[src/rtl/serial_logical_neq_pkg.sv]
// rtl/serial_logical_neq_pkg.sv - shared types and sizing helpers for the bit-serial NEQ comparator
package serial_logical_neq_pkg;

   typedef enum logic {
      COLLECT = 1'b0,
      RESULT  = 1'b1
   } neq_state_t;

   function automatic int beats(input int n, input int k);
      return n / k;
   endfunction

   // A single-beat frame still needs a 1-bit counter so the port never collapses to zero width.
   function automatic int cnt_w(input int b);
      return (b <= 1) ? 1 : $clog2(b);
   endfunction

endpackage

[src/rtl/serial_neq_beat_counter.sv]
// rtl/serial_neq_beat_counter.sv - modulo-BEATS beat counter with last-beat flag
module serial_neq_beat_counter
   import serial_logical_neq_pkg::*;
#(
   parameter int BEATS = 4,
   parameter int W     = cnt_w(BEATS)
) (
   input  logic         clk,
   input  logic         rst_n,
   input  logic         inc,
   input  logic         clr,
   output logic [W-1:0] cnt,
   output logic         last
);

   logic [W-1:0] cnt_q;
   logic [W-1:0] cnt_d;

   assign last = (cnt_q == W'(BEATS - 1));
   assign cnt  = cnt_q;

   always_comb begin
      cnt_d = cnt_q;
      if (clr) begin
         cnt_d = '0;
      end else if (inc) begin
         cnt_d = last ? '0 : cnt_q + W'(1);
      end
   end

   always_ff @(posedge clk or negedge rst_n) begin
      if (!rst_n) begin
         cnt_q <= '0;
      end else begin
         cnt_q <= cnt_d;
      end
   end

endmodule

[src/rtl/serial_logical_neq.sv]
// rtl/serial_logical_neq.sv - bit-serial A != B comparator with valid/ready result handshake
// Optional first-mismatch beat index output enabled by SERIAL_NEQ_MISMATCH_IDX_EN.
module serial_logical_neq
   import serial_logical_neq_pkg::*;
#(
   parameter int N = 8,
   parameter int K = 1
) (
   input  logic                                 clk,
   input  logic                                 rst_n,
   input  logic                                 clear,
   input  logic                                 in_valid,
   output logic                                 in_ready,
   input  logic [K-1:0]                         a_beat,
   input  logic [K-1:0]                         b_beat,
   output logic                                 out_valid,
   input  logic                                 out_ready,
   output logic                                 c
`ifdef SERIAL_NEQ_MISMATCH_IDX_EN
   ,
   output logic [cnt_w(beats(N, K))-1:0]       mismatch_idx
`endif
);

   localparam int BEATS = beats(N, K);
   localparam int CW    = cnt_w(BEATS);

   if (N < 1 || K < 1 || K > N || (N % K) != 0) begin : g_bad_cfg
      $error("serial_logical_neq: need N >= 1, 1 <= K <= N and N %% K == 0");
   end

   neq_state_t    state_q;
   logic          diff_q;
   logic          c_q;
   logic          out_valid_q;

   logic          accept;
   logic          beat_diff;
   logic [CW-1:0] cnt;
   logic          last;

   assign in_ready  = (state_q == COLLECT);
   assign accept    = in_valid && in_ready;
   assign beat_diff = |(a_beat ^ b_beat);
   assign out_valid = out_valid_q;
   assign c         = c_q;

   // Counter shares clear priority with the FSM so an aborted frame restarts at beat 0.
   serial_neq_beat_counter #(
      .BEATS (BEATS),
      .W     (CW)
   ) u_beat_cnt (
      .clk   (clk),
      .rst_n (rst_n),
      .inc   (accept),
      .clr   (clear),
      .cnt   (cnt),
      .last  (last)
   );

   always_ff @(posedge clk or negedge rst_n) begin
      if (!rst_n) begin
         state_q     <= COLLECT;
         diff_q      <= 1'b0;
         c_q         <= 1'b0;
         out_valid_q <= 1'b0;
      end else if (clear) begin
         state_q     <= COLLECT;
         diff_q      <= 1'b0;
         out_valid_q <= 1'b0;
      end else begin
         case (state_q)
            COLLECT: begin
               if (accept) begin
                  if (last) begin
                     c_q         <= diff_q | beat_diff;
                     out_valid_q <= 1'b1;
                     diff_q      <= 1'b0;
                     state_q     <= RESULT;
                  end else begin
                     diff_q <= diff_q | beat_diff;
                  end
               end
            end
            RESULT: begin
               if (out_ready) begin
                  out_valid_q <= 1'b0;
                  state_q     <= COLLECT;
               end
            end
            default: begin
               state_q <= COLLECT;
            end
         endcase
      end
   end

`ifdef SERIAL_NEQ_MISMATCH_IDX_EN
   logic [CW-1:0] first_q;
   logic [CW-1:0] mismatch_idx_q;

   // diff_q doubles as "a mismatch was already captured in this frame".
   always_ff @(posedge clk or negedge rst_n) begin
      if (!rst_n) begin
         first_q        <= '0;
         mismatch_idx_q <= '0;
      end else if (clear) begin
         first_q <= '0;
      end else if (accept) begin
         if (last) begin
            mismatch_idx_q <= diff_q ? first_q : (beat_diff ? cnt : '0);
            first_q        <= '0;
         end else if (beat_diff && !diff_q) begin
            first_q <= cnt;
         end
      end
   end

   assign mismatch_idx = mismatch_idx_q;
`else
   logic unused_cnt;
   assign unused_cnt = ^cnt;
`endif

endmodule
[config.mk]
export PLATFORM = sky130hd
export DESIGN_NAME = serial_logical_neq
export DESIGN_NICKNAME = d
export VERILOG_FILES = /design/src/rtl/serial_logical_neq_pkg.sv /design/src/rtl/serial_neq_beat_counter.sv /design/src/rtl/serial_logical_neq.sv
export SDC_FILE = /design/constraint.sdc
export NUM_CORES = 1
export LEC_CHECK = 0
export ABC_AREA = 1
export CAP_MARGIN = 10
export CORE_AREA = 2 2 39 41
export CTS_BUF_LIST = sky130_fd_sc_hd__clkbuf_16
export DETAILED_ROUTE_END_ITERATION = 7
export DIE_AREA = 0 0 41 43
export GPL_TIMING_DRIVEN = 1
export PLACE_DENSITY = 0.49
export SYNTH_ARGS = -nofsm -noshare
export SYNTH_HDL_FRONTEND = slang
export SYNTH_SLANG_ARGS = --single-unit
[constraint.sdc]
create_clock -name clk -period 1.6 [get_ports clk]
set_input_delay 0.32 -clock clk [delete_from_list [all_inputs] [get_ports clk]]
set_output_delay 0.32 -clock clk [all_outputs]
set_load 0.02 [all_outputs]
==> results.sh <==
export IMPL_rsz0062_at_grt="false"
export IMPL_synth_area_per_cell_sq_um=7.66
export IMPL_fp_dieH_um=43
export IMPL_cp_start_kind="flop"
export IMPL_drv_slew=0
export IMPL_holdBufCountCts=0
export IMPL_syn_nets=57
export IMPL_cts_buffer_depth=2
export IMPL_antennaDiodeCount=0
export IMPL_finalWirelength_um=753
export IMPL_drt_iter0_drc=1
export IMPL_finalNonFillerCells=77
export IMPL_ant_nets=0
export IMPL_dp_cells=73
export IMPL_synthCells=48
export IMPL_clock_sinks=7
export IMPL_grt_first_pass_wirelength_um=1240
export IMPL_crit_chain="clkdlybuf4s50_1"
export IMPL_reg2reg_from="u_beat_cnt.cnt[0]$_DFFE_PN0P_"
export IMPL_start_util_pct=26.6
export IMPL_hp_class="input port to async pin"
export IMPL_drive_above_1_share_pct=14.8
export IMPL_power_density_mw_per_mm2=1170
export IMPL_crit_fanout=2
export IMPL_outcome="complete, no violations"
export IMPL_die_w_um=41
export IMPL_cts_tree="yes"
export IMPL_fin_nets=71
export IMPL_crit_arrival_ps=1180
export IMPL_timing_fmax_mhz=667
export IMPL_multi_input_area_sq_um=159
export IMPL_core_sq_mm=0.00138
export IMPL_synth_cell_type_count=13
export IMPL_p_seq_share_pct=29.0
export IMPL_dr_total_vias=326
export IMPL_grt_pass1_vias=299
export IMPL_cap_violations=0
export IMPL_crit_family="buffers and inverters"
export IMPL_area_delta_synth_final_pct=51.0
export IMPL_viasPerCell=4.23
export IMPL_place_hpwl_um=569
export IMPL_cp_startpoint="c$_DFFE_PN0P_"
export IMPL_synthTopCellsByArea="dfrtp_1 (48%), nand2_1 (19%), inv_1 (7.1%)"
export IMPL_netlist_area_sq_um=368
export IMPL_slowest_stage="clkdlybuf4s50_1"
export IMPL_hold_viol=0
export IMPL_slew_headroom_pct=77.5
export IMPL_period_minus_slack_ps=1500
export IMPL_cts_root_buf="clkbuf_16"
export IMPL_critPathMaxStageDelay_ps=600
export IMPL_required_ps=1280
export IMPL_regArea_sq_um=175
export IMPL_seq_area_frac_synth_pct=47.6
export IMPL_combPwrFrac_pct=7.1
export IMPL_portBuffers=9
export IMPL_worst_pin_slew_ps=336
export IMPL_utilization_pct=40.1
export IMPL_clk_latency_ps=230
export IMPL_antenna_found_initial=0
export IMPL_num_fill_cells=147
export IMPL_cp_end_kind="output port"
export IMPL_gp_congestion=0.657
export IMPL_criticalPathCategory="flop to output port"
export IMPL_grt_usage_pct=12.3
export IMPL_cts_buffers=3
export IMPL_clk_pin_slew_worst_paths_ps=40
export IMPL_dr_pass1_iters=3
export IMPL_clkPwrFrac_pct=64.0
export IMPL_setup_tns_final_ps=0
export IMPL_swShare_pct=18.1
export IMPL_p_sw_mw=0.118
export IMPL_h_tree_depth=1
export IMPL_cp_num_buf_inv=1
export IMPL_synth_largest_area_cell="dfrtp_1"
export IMPL_io_pins=10
export IMPL_fin_skew_ps=2.37
export IMPL_grt_max_degree=8
export IMPL_drc=0
export IMPL_fin_crit_sh_pct=93.7
export IMPL_ys_warn_count=0
export IMPL_vdd_ir_drop_worst_uv=750
export IMPL_power_internal_mw=0.532
export IMPL_synth_top_cell_area_share_pct=47.6
export IMPL_power_mw=0.649
export IMPL_rows=14
export IMPL_yosys_register_bits=7
export IMPL_wl_per_cell_um=9.78
export IMPL_p_leak_nw=0.294
export IMPL_grt_ovfl_total=0
export IMPL_setup_viol=0
export IMPL_dieArea_sq_mm=0.00176
[layout make-up]
class                           count  area share, %
Sequential cell                     7           31.5
Multi-Input combinational cell     32           28.6
Timing Repair Buffer                9           16.0
Clock buffer                        3           13.5
Inverter                            9           6.08
Tap cell                           16           3.60
Clock inverter                      1          0.676
[cells by family after synthesis]
kind of cell    after synthesis  synth area share, %
buf+inv                       9                 9.19
compound gates                3                 5.10
simple gates                 27                 31.3
flops                         7                 47.6
fa+ha+maj                     2                 6.80
[state kept, by name (all words and copies together) (netlist names)]
name and count:
c 1, diff_q 1, out_valid 1, state_q 1
u_beat_cnt.cnt 3
[what timing repair did]
item,4_1_cts,5_1_grt
endpoints found under the setup margin,1,0
gates resized for setup,1,0
buffers inserted,0,0
[metal layers]
layer / GRT usage (%) / share of wire (%)
met5: 0 / 0
met4: 14.0 / 5.7
met1: 12.1 / 43
met3: 7.85 / 10
met2: 15.3 / 41
[cells in the final DEF, fill, tap and decap left out]
cell type and count:
a21oi_2 1, o21ai_0 1, dlygate4sd2_1 1, nand3_1 3, clkbuf_16 3, clkdlybuf4s50_1 8, nand2_1 19, ha_1 2
nand2_2 1, nor2_1 1, nand4_1 1, a21oi_1 1, dfrtp_1 7, inv_1 8, inv_2 2, nor2_2 2
[cell usage after synthesis]
cell,count
a21oi_1,1
a21oi_2,1
inv_1,7
nand4_1,1
nand3_1,3
dfrtp_1,7
nand2_1,19
ha_1,2
nand2_2,1
nor2_1,1
o21ai_0,1
nor2_2,2
inv_2,2
[per-stage QoR]
stage	hold WS [ps]	worst slack [ps]	cell area, sq um
floorplan	24.4	502	368
global placement	461	211	478
detailed placement	466	196	478
CTS	364	79.7	556
global route	389	55.2	556
finish	360	101	556
[power groups by stage]
stage	clock [mW]	sequential, mW	combinational, mW
floorplan	0	0.190	0.0209
global placement	0	0.190	0.0473
detailed placement	0	0.190	0.0466
CTS	0.431	0.188	0.0470
global route	0.445	0.189	0.0528
finish	0.415	0.188	0.0460
[worst paths after layout]
path | cells after the start | end | slack [ps]
min in group clk | 2 | diff_q$_DFFE_PN0P_ | 470
hold / removal | 1 | c$_DFFE_PN0P_ | 360
setup reg to reg | 7 | diff_q$_DFFE_PN0P_ | 410
max in group asynchronous | 1 | u_beat_cnt.cnt[0]$_DFFE_PN0P_ | 990
setup / recovery | 1 | c | 100
hold reg to reg | 2 | diff_q$_DFFE_PN0P_ | 470
No activity file was read; power rests on OpenSTA's default activity.
==> RTL change: new RTL, same settings <==
The parameter `N` goes from 8 to 4.
--- a/src/rtl/serial_logical_neq.sv
+++ b/src/rtl/serial_logical_neq.sv
@@ -3,7 +3,7 @@
 module serial_logical_neq
    import serial_logical_neq_pkg::*;
 #(
-   parameter int N = 8,
+   parameter int N = 4,
    parameter int K = 1
 ) (
    input  logic                                 clk,
Formal check against the unedited RTL: not equivalent (Yosys sat finds a counterexample within 10 cycles, from zero or initial values and one cycle with rst_n low).
==> RTL change against the unedited design <==
- via count down 22%
- fmax up 0.30%
- cell count fell by 17%
- sequential cell count is 1 lower
- power rose by 1.2%
- routed wire length decreased by 19%
- utilization is 5.7 points lower
- design area fell by 14%
- hold slack worse by 0.017 ns
- clock power shrank 3%
- area after synthesis down 20%
- setup slack improved by 0.0045 ns
- synthesized cell count is 25% lower
- non-clock buffer count unchanged
- critical path type unchanged
- largest power group unchanged
==> RTL change: results (changes against the unedited design) <==
[timing]
fin_worst_skew_ns=0.002980  ; was 0.002373 ns
least_margin_pin_slew_ns=0.2873  ; was 0.3358 ns

[finish]
share_of_cell_area_taken_by_flip_flops_and_latches_pct=31.50  ; was 31.53%
share_of_the_final_layout_cell_area_in_multi_input_gates_pct=25.98  ; was 28.60%
final_stage_net_count=58  ; was 71
clockNetworkAreaShare_pct=15.75  ; was 14.19%
drive_gt1_share_pct=12.50  ; was 14.75%
fillerInstances=153  ; was 147
buffer_area_share_pct=18.64  ; was 15.99%
multi_input_combinational_cell_count=25  ; was 32
largest_register_ffs=2  ; was 3
inverter_count=5  ; was 9

[global_route]
grt_pass1_wl_mm=1.104  ; was 1.242 mm
groute.layer.met2.usage_pct=14.69  ; was 15.31%
grt_util_all_layers_pct=10.26  ; was 12.32%
grt_start_max_net_pins=7  ; was 8
first_global_vias=276  ; was 299
global_route.usage.met3_pct=6.283  ; was 7.853%

[critical_path]
setup.reg_to_reg.worst_slack_ns=0.62  ; was 0.41 ns
count_of_cells_along_the_worst_register_to_register_path=3  ; was 7
critical_path.reg2reg.endpoint=state_q  ; was diff_q

[route]
finalWirelength_um=608  ; was 753 um
drt-initial-drc-count=2  ; was 1
dr_wl_met3_um=48  ; was 78 um
drt_first_pass_iters=2  ; was 3
top_layer_used=met3  ; was met4

[pwr]
max-vdd-ir-drop_mv=0.7341  ; was 0.7500 mV
leakage_nw=0.2241  ; was 0.2936 nW
switching_share_pct=19.43  ; was 18.13%

[place]
gp_congestion=0.6621  ; was 0.6567

[yosys]
post_synth_main_area_contributors=sky130_fd_sc_hd__dfrtp_1, sky130_fd_sc_hd__nand2_1, sky130_fd_sc_hd__ha_1  ; was sky130_fd_sc_hd__dfrtp_1, sky130_fd_sc_hd__nand2_1, sky130_fd_sc_hd__inv_1
most_frequent_cells_after_synthesis=sky130_fd_sc_hd__nand2_1, sky130_fd_sc_hd__dfrtp_1, sky130_fd_sc_hd__inv_1  ; was sky130_fd_sc_hd__nand2_1, sky130_fd_sc_hd__dfrtp_1, sky130_fd_sc_hd__inv_1, sky130_fd_sc_hd__nand3_1
synthAdderAreaFrac_pct=4.274  ; was 6.803%
synth_sequential_area_ratio_pct=51.28  ; was 47.62%
synth_fp_nets=44  ; was 57
synth_compound_area_share_pct=10.68  ; was 5.102%

[cts]
tritoncts_num_sinks=6  ; was 7

[outcome]
outcome=complete, no violations  ; unchanged

## RTL change: repair_timing
action	CTS	global route
endpoints found under the hold margin	0	0
resized for setup	1	0
endpoints found under the setup margin	1	0
## RTL change: power groups by stage
stage	combinational (W)	sequential (W)	clock (W)
floorplan	0.0000280	0.000188	0
global placement	0.0000796	0.000178	0
detailed placement	0.0000805	0.000179	0
CTS	0.0000803	0.000177	0.000409
global route	0.0000934	0.000180	0.000420
finish	0.0000786	0.000177	0.000401
## RTL change: per-stage QoR
step | setup WS [ns] | hold slack (ns) | area, um2 | instances
after floorplan | 0.6953 | 0.02441 | 292.8 | 36
after global placement | 0.2135 | 0.4623 | 402.9 | 61
after detailed placement | 0.1885 | 0.4650 | 402.9 | 61
after CTS | 0.1000 | 0.3579 | 476.7 | 64
after global routing | 0.05690 | 0.3814 | 476.7 | 64
final | 0.1051 | 0.3426 | 476.7 | 64
## RTL change: kinds of logic after synthesis
group           count (synthesis)
simple gates                   19
flops                           6
compound gates                  5
buf+inv                         5
fa+ha+maj                       1
